[config.mk]
export PLATFORM = sky130hd
export DESIGN_NAME = logic_result_stage
export DESIGN_NICKNAME = d
export VERILOG_FILES = /design/src/rtl/logic_result_stage.sv
export SDC_FILE = /design/constraint.sdc
export NUM_CORES = 1
export LEC_CHECK = 0
export ABC_AREA = 1
export CORE_MARGIN = 1
export CORE_UTILIZATION = 40
export CTS_BUF_LIST = sky130_fd_sc_hd__clkbuf_16
export CTS_CLUSTER_SIZE = 40
export DETAILED_ROUTE_END_ITERATION = 6
export GPL_ROUTABILITY_DRIVEN = 0
export GPL_TIMING_DRIVEN = 0
export PLACE_DENSITY = 0.75
export SYNTH_ARGS = -nofsm -noshare
export SYNTH_HDL_FRONTEND = slang
export SYNTH_SLANG_ARGS = --single-unit
[constraint.sdc]
create_clock -name clk -period 1.8 [get_ports clk]
set_input_delay 0.36 -clock clk [delete_from_list [all_inputs] [get_ports clk]]
set_output_delay 0.36 -clock clk [all_outputs]
set_load 0.01 [all_outputs]
[src/rtl/logic_result_stage.sv]
// Registered 2-entry result FIFO behind the bitwise logic unit.
// Captures result and tag, computes zero/neg flags at push, and hands off via valid/ready.
module logic_result_stage #(
  parameter int unsigned WIDTH = 32,
  parameter int unsigned TAG_W = 5,
  parameter int unsigned CNT_W = 16
) (
  input  logic             clk,
  input  logic             rst_n,
  input  logic             flush,
  input  logic             in_valid,
  output logic             in_ready,
  input  logic [WIDTH-1:0] in_result,
  input  logic [TAG_W-1:0] in_tag,
  output logic             out_valid,
  input  logic             out_ready,
  output logic [WIDTH-1:0] out_result,
  output logic [TAG_W-1:0] out_tag,
  output logic             out_zero,
  output logic             out_neg,
  output logic [CNT_W-1:0] retired_count
);

  typedef struct packed {
    logic [WIDTH-1:0] result;
    logic [TAG_W-1:0] tag;
    logic             zero;
    logic             neg;
  } entry_t;

  entry_t           mem_q [2];
  entry_t           mem_d [2];
  entry_t           head_q;
  entry_t           head_d;
  entry_t           in_entry;
  logic [1:0]       count_q;
  logic [1:0]       count_d;
  logic             rd_q;
  logic             rd_d;
  logic             wr_q;
  logic             wr_d;
  logic [CNT_W-1:0] retired_q;
  logic [CNT_W-1:0] retired_d;
  logic             push;
  logic             pop;

  // Handshake status depends only on the registered occupancy.
  assign in_ready  = (count_q != 2'd2);
  assign out_valid = (count_q != 2'd0);
  assign push      = in_valid & in_ready;
  assign pop       = out_valid & out_ready;

  assign in_entry = '{result: in_result,
                      tag:    in_tag,
                      zero:   (in_result == '0),
                      neg:    in_result[WIDTH-1]};

  // Next-state: flush wins over push and pop; head register tracks the entry at rd.
  always_comb begin
    mem_d[0]  = mem_q[0];
    mem_d[1]  = mem_q[1];
    count_d   = count_q;
    rd_d      = rd_q;
    wr_d      = wr_q;
    retired_d = retired_q;
    head_d    = head_q;
    if (flush) begin
      count_d = 2'd0;
      rd_d    = 1'b0;
      wr_d    = 1'b0;
    end else begin
      if (push) begin
        mem_d[wr_q] = in_entry;
        wr_d        = ~wr_q;
      end
      if (pop) begin
        rd_d      = ~rd_q;
        retired_d = retired_q + CNT_W'(1);
      end
      if (push && !pop) begin
        count_d = count_q + 2'd1;
      end else if (pop && !push) begin
        count_d = count_q - 2'd1;
      end
    end
    if (count_d != 2'd0) begin
      head_d = mem_d[rd_d];
    end
  end

  always_ff @(posedge clk or negedge rst_n) begin
    if (!rst_n) begin
      mem_q[0]  <= '0;
      mem_q[1]  <= '0;
      head_q    <= '0;
      count_q   <= 2'd0;
      rd_q      <= 1'b0;
      wr_q      <= 1'b0;
      retired_q <= '0;
    end else begin
      mem_q[0]  <= mem_d[0];
      mem_q[1]  <= mem_d[1];
      head_q    <= head_d;
      count_q   <= count_d;
      rd_q      <= rd_d;
      wr_q      <= wr_d;
      retired_q <= retired_d;
    end
  end

  assign out_result    = head_q.result;
  assign out_tag       = head_q.tag;
  assign out_zero      = head_q.zero;
  assign out_neg       = head_q.neg;
  assign retired_count = retired_q;

endmodule

==> qor.yml, run 1 <==
synthesis:
  synth_cell_types: 29
  synth_xor_area_frac: 0.0187
  async_flop_share: 1.00
  avgSynthCellArea_um2: 8.27
  synth_top_family_by_area: "simple AND/OR/NAND/NOR gates"
  netlist_instances: 736
  netlist_top_cells_area: "dfrtp_1 56%, nand2_1 22%, o21ai_1 5.0%, inv_1 3.2%, nor2_1 1.9%"
  synth-edff-count: 0
  synth_area_leader_cell: "dfrtp_1"
  synth_top_area_frac: 0.563
  synth-compound-area-share: 0.0718
  synth_mux_area_frac: 0
  yosys_warnings: 0
  seq_area_frac_synth: 0.563
  yosys.area_share.simple: 0.266
  synthAdderAreaFrac: 0.00617
  synth-seq-cells: 137
  synth_ff_type: "dfrtp_1"
  syn_nets: 781
  syn_area_um2: 6080
place:
  placed_cell_area_um2: 7320
  port_buffers: 98
  dpl.hpwl_mm: 9.61
  pre_cts_slack_ps: -418
  place_inst: 1019
cts:
  clock-sinks: 137
  cts_buffers: 17
  cts_max_level: 4
  path_clk_slew_ps: 50
  clock_latency_ps: 430
  cts_root_buf: "clkbuf_16"
  cts_tree: "done"
  clk_path_buf_depth: 2
critical_path:
  crit_slowest_cell: "dfrtp_1"
  worstSetupEndpointType: "flop"
  path_delay_family: "buffers and inverters"
  cp_cell_sequence: "inv_2, ha_4, inv_4, nand2_4, buf_6, nor2_4, inv_4, clkbuf_16, clkbuf_16, nand2_2, o21ai_2, nand2_1, nand2_1, nand2_1, nand2_1"
  critPathMaxStageDelay_ps: 350
  reg2reg_to: "out_tag[2]"
  reg2reg_from: "count_q[0]"
  r2r_setup_slack_ps: -80
  crit_type: "flop to flop"
  worst_setup_path_start_kind: "flop"
  r2r.worst_path.cells: 15
  arrival_ps: 2200
  cp_num_buf_inv: 6
  cp.required_ps: 2120
  crit_fanout: 5
  worst_path_most_repeated_cell: "nand2_1"
route:
  ant_nets: 0
  drt_pass1_iterations: 6
  avgViaCountPerCell: 4.87
  routed_wl_mm: 16.3
  drt_iter0_drc: 388
  vias: 5260
  drt-wirelength-per-cell_um: 15.1
  route.detailed.drc: 7
timing:
  maxSlewViolCount: 0
  fin_crit_ps: 1880
  worstMarginPinSlew_ps: 509
  max_freq_mhz: 531
  rsz0062_at_grt: "true"
  hold_violations: 0
  worst_slack_ps: -82.7
  fin_skew_ps: 6.94
  period_share: 1.05
  slew_headroom: 0.661
  finalSetupViolCount: 36
  hold_ws_ps: 396
floorplan:
  num_rows: 44
  die_w_um: 125
  core_area_um2: 14700
  die_area_um2: 15700
  io-pin-count: 99
  start_util: 0.414
  die_h_um: 125
global_routing:
  grt_pass1_vias: 5066
  antenna_found_initial: 0
  grt_use_total: 0.203
  grt_pass1_wl_mm: 24.7
  grt_max_degree: 104
  grt_overflow: 0
layout:
  final_net_count: 929
  synthToLayoutAreaGrowth_pct: 44.9
  layout_commonest_cell: "nand2_1"
  drive_gt1_frac: 0.232
  diodes: 0
  fin_area_um2: 8820
  final_cell_mix: "310 x nand2_1, 137 x dfrtp_1, 94 x clkdlybuf4s50_1"
  fin_cells: 1079
power_and_ir_drop:
  peakVddDrop_uv: 878
  power.leakage_nw: 4.46
  p_per_area_nw_per_um2: 1520
run_status:
  violations: "design-rule violations, negative setup slack"
  status: "complete, but fails checks"
hold_path:
  hp-class: "input port to async pin"
run:
  maxCapViolCount: 0
==> logic make-up after synthesis <==
group	Yosys count
adder cells (fa/ha/maj)	3
flip-flops	137
AND/OR/NAND/NOR	410
buffers and inverters	95
XOR/XNOR	13
AO/OA/AOI/OAI	78
==> flip-flops by register name, summed over array words and instances, names as in the netlist <==
name / count
count_q: 2
mem_q: 78
out_neg: 1
out_result: 32
out_tag: 5
out_zero: 1
rd_q: 1
retired_count: 16
wr_q: 1
==> metal layers <==
| layer | vias up | global-route usage | part of all wire |
|---|---|---|---|
| li1 | 2549 | - | - |
| met5 | - | 0 | 0 |
| met2 | 180 | 0.314 | 0.50 |
| met1 | 2502 | 0.269 | 0.42 |
| met4 | 0 | 0.0868 | 0.022 |
| met3 | 29 | 0.0552 | 0.059 |
==> per-stage QoR <==
step / util / power [mW] / TNS (ps)
floorplan: - / 7.09 / 0
global placement: 0.496 / 8.69 / -712990
detailed placement: 0.498 / 8.80 / -22220
CTS: 0.558 / 12.6 / -465
global route: 0.600 / 14.2 / -5140
finish: 0.600 / 13.4 / -1120
==> final cells by class <==
| cell class | instances | area (um2) |
|---|---|---|
| Timing Repair Buffer | 131 | 1400 |
| Fill cell | 1187 | 5880 |
| Multi-Input combinational cell | 504 | 2600 |
| Tap cell | 184 | 230 |
| Buffer | 30 | 350 |
| Clock inverter | 13 | 143 |
| Sequential cell | 137 | 3430 |
| Clock buffer | 17 | 425 |
| Inverter | 63 | 244 |
==> repair_timing <==
action | 4_1_cts | 5_1_grt
gates cloned | 1 | 6
gates resized for setup | 65 | 105
pin swaps | 12 | 33
hold buffers | 1 | 0
endpoints found under the hold margin | 34 | 0
endpoints found under the setup margin | 45 | 50
buffers inserted | 11 | 13
==> cells in the mapped netlist, drive strengths merged (2+ instances only) <==
master / count
nor3: 5
nand3: 10
a21oi: 2
clkbuf: 5
o21ai: 75
nor2: 39
xor2: 8
ha: 3
xnor2: 5
nand2: 354
buf: 27
dfrtp: 137
inv: 63
==> where the power goes <==
part	switching [mW]	leakage, nW	internal [mW]
clock	1.28	0.281	2.12
sequential	0.579	1.74	4.27
combinational	2.64	2.44	2.48
total	4.50	4.46	8.87
==> worst max-delay path by stage <==
stage	from	end	slack, ps	cells past startpoint
2_1_floorplan	count_q[0]	out_result[21]	80	15
3_3_place_gp	rst_n	out_result[16]	-5080	1
3_5_place_dp	in_valid	out_result[2]	-420	12
4_1_cts	count_q[1]	out_result[2]	-40	13
5_1_grt	count_q[1]	out_tag[2]	-170	14
6_report	count_q[0]	out_tag[2]	-80	15
Note: power is estimated with default switching activity, not from simulation.
==> run 2, diff against run 1 <==
--- a/config.mk
+++ b/config.mk
@@ -15,3 +15,3 @@
 export GPL_TIMING_DRIVEN = 0
-export PLACE_DENSITY = 0.75
+export PLACE_DENSITY_LB_ADDON = 0.2
 export SYNTH_ARGS = -nofsm -noshare
--- a/constraint.sdc
+++ b/constraint.sdc
@@ -3,2 +3,2 @@
 set_output_delay 0.36 -clock clk [all_outputs]
-set_load 0.01 [all_outputs]
+set_load 0.005 [all_outputs]
==> run 2 against run 1 <==
  * The flow still finishes with violations (design-rule violations, negative setup slack)
  * Count of clock-buffer cells in the layout unchanged
  * Critical path depth is the same
  * Power is essentially flat
  * Combinational power fell by 9.0%
  * Cell count barely moved
  * Global-route usage increased by 0.65 points
  * Sequential cell count unchanged
  * Cell area down 1.2%
  * Sequential power down 1%
  * Register-to-register slack worse by 90 ps
  * Die area is the same
  * Clock power rose by 15%
  * Critical endpoint is now out_result[24]
==> qor.yml, run 2 (synthesized netlist as in run 1, its figures left out) <==
layout:
  fin_cells: 1080
  final_net_count: 928
  fillers: 1310
  post-route-util: 0.593
  final_cell_mix: "315 x nand2_1, 136 x dfrtp_1, 95 x clkdlybuf4s50_1"
  largest_register_ffs: 78
  largest_register: "mem_q"
  diodes: 0
  layout_commonest_cell: "nand2_1"
  synthToLayoutAreaGrowth_pct: 43.2
  multi_input_area_um2: 2500
  fin_area_um2: 8710
  drive_gt1_frac: 0.214
  seq_area_um2: 3430
critical_path:
  r2r_setup_slack_ps: -170
  reg2reg_from: "count_q[1]"
  worst_path_most_repeated_cell: "nand2_2"
  cp.required_ps: 2120
  crit_slowest_cell: "dfrtp_1"
  reg2reg_to: "out_result[24]"
  critPathMaxStageDelay_ps: 400
  worstSetupEndpointType: "flop"
  r2r.worst_path.cells: 15
  worst_setup_path_start_kind: "flop"
  cp_cell_sequence: "inv_2, ha_4, buf_6, nor2_4, nand2_2, nand2_2, inv_2, a21oi_2, nand2_2, nand2_4, inv_6, buf_12, clkbuf_16, nand2_2, nand2_1"
  arrival_ps: 2290
  crit_fanout: 7
  crit_type: "flop to flop"
timing:
  hold_ws_ps: 433
  fin_skew_ps: 14.3
  worst_slack_ps: -175
  setup_tns_ps: -4770
  hold_violations: 0
  max_freq_mhz: 506
  slew_headroom: 0.693
  maxSlewViolCount: 0
  fin_crit_ps: 1970
  finalSetupViolCount: 40
  worstMarginPinSlew_ps: 460
  rsz0062_at_grt: "true"
  period_share: 1.10
power_and_ir_drop:
  p_int_mw: 9.17
  finalPower_mw: 13.4
  peakVddDrop_uv: 907
  switching_power_mw: 4.20
  seqPwrFrac: 0.359
  p_per_area_nw_per_um2: 1530
  power_frac_comb: 0.349
  clockPowerShare: 0.293
  power.leakage_nw: 4.43
  swShare: 0.314
place:
  place_inst: 1019
  pre_cts_slack_ps: -424
  port_buffers: 98
  placed_cell_area_um2: 7320
  dpl.hpwl_mm: 9.66
run_status:
  violations: "design-rule violations, negative setup slack"
  status: "complete, but fails checks"
global_routing:
  use_met3: 0.0475
  grt_overflow: 0
  use_met2: 0.339
  grt_pass1_vias: 5194
  antenna_found_initial: 0
  grt_use_total: 0.209
  grt_max_degree: 93
  top_usage_layer: "met2"
  use_met1: 0.277
  grt_pass1_wl_mm: 25.6
floorplan:
  io-pin-count: 99
  die_area_um2: 15700
  die_w_um: 125
  die_h_um: 125
  num_rows: 44
  start_util: 0.414
  core_area_um2: 14700
cts:
  cts_tree: "done"
  cts_buffers: 17
  clock_latency_ps: 430
  clk_path_buf_depth: 2
  path_clk_slew_ps: 60
  cts_max_level: 4
  clock-sinks: 137
  cts_root_buf: "clkbuf_16"
route:
  drt_iter0_drc: 210
  drt_pass1_iterations: 7
  avgViaCountPerCell: 4.75
  drt-wirelength-per-cell_um: 14.2
  vias: 5134
  ant_nets: 0
  route.detailed.drc: 9
  routed_wl_mm: 15.3
hold_path:
  hp-class: "input port to async pin"
run:
  maxCapViolCount: 0
==> run 2: cell types whose count changed in the layout (fill, tap and decap cells not counted), moves of 3 or more <==
cell       change
buf_6         +13
buf_8         -10
bufinv_16      +3
clkbuf_16      -5
clkbuf_2       +3
clkinv_2       +4
inv_1          -5
nand2_1        +5
nand2_2        -7
nor2_4         +3
o21ai_1       +22
o21ai_2       -15
o21ai_4        -7
==> run 2: worst max path at each step <==
stage | start | end | slack [ps] | depth (start not counted)
finish | count_q[1] | out_result[24] | -170 | 15
global route | count_q[1] | out_result[25] | -300 | 15
CTS | count_q[1] | out_result[21] | -120 | 15
detailed placement | out_ready | out_result[14] | -420 | 12
global placement | rst_n | out_result[17] | -5330 | 1
floorplan | count_q[0] | out_result[21] | 100 | 15
==> run 2: metal layers <==
layer	up-vias	wire, um
li1	2541	-
met1	2479	7100
met2	99	7480
met3	15	603
met4	0	164
met5	-	0
==> run 2: cell type report <==
class	instances	share of cell area
sequential	137	0.394
multi-input combinational	504	0.287
clock inverter	15	0.0264
tap	184	0.0264
buffer	31	0.0356
inverter	63	0.0280
clock buffer	17	0.0488
timing repair buffer	129	0.154
==> run 2: timing repair <==
item / in CTS / in global routing
buffers inserted: 15 / 10
setup endpoints to repair: 44 / 51
pin swaps: 7 / 14
resized for setup: 81 / 56
gates cloned: 4 / 1
endpoints found under the hold margin: 45 / 0
hold buffers: 1 / 0
==> run 2: worst max-delay path, delay by kind of cell, from the launching register on <==
kind	cells	cell delay (ps)
AO/OA/AOI/OAI	1	130
adder cells (fa/ha/maj)	1	160
buffers and inverters	6	580
flip-flops	1	400
AND/OR/NAND/NOR	7	580
==> run 2: power by group through the flow <==
stage	Combinational, mW	Clock, mW	Sequential [mW]
floorplan	2.19	0	4.74
global placement	3.77	0	4.77
detailed placement	3.83	0	4.79
CTS	4.43	3.97	4.76
global route	5.21	4.11	4.94
finish	4.66	3.91	4.79
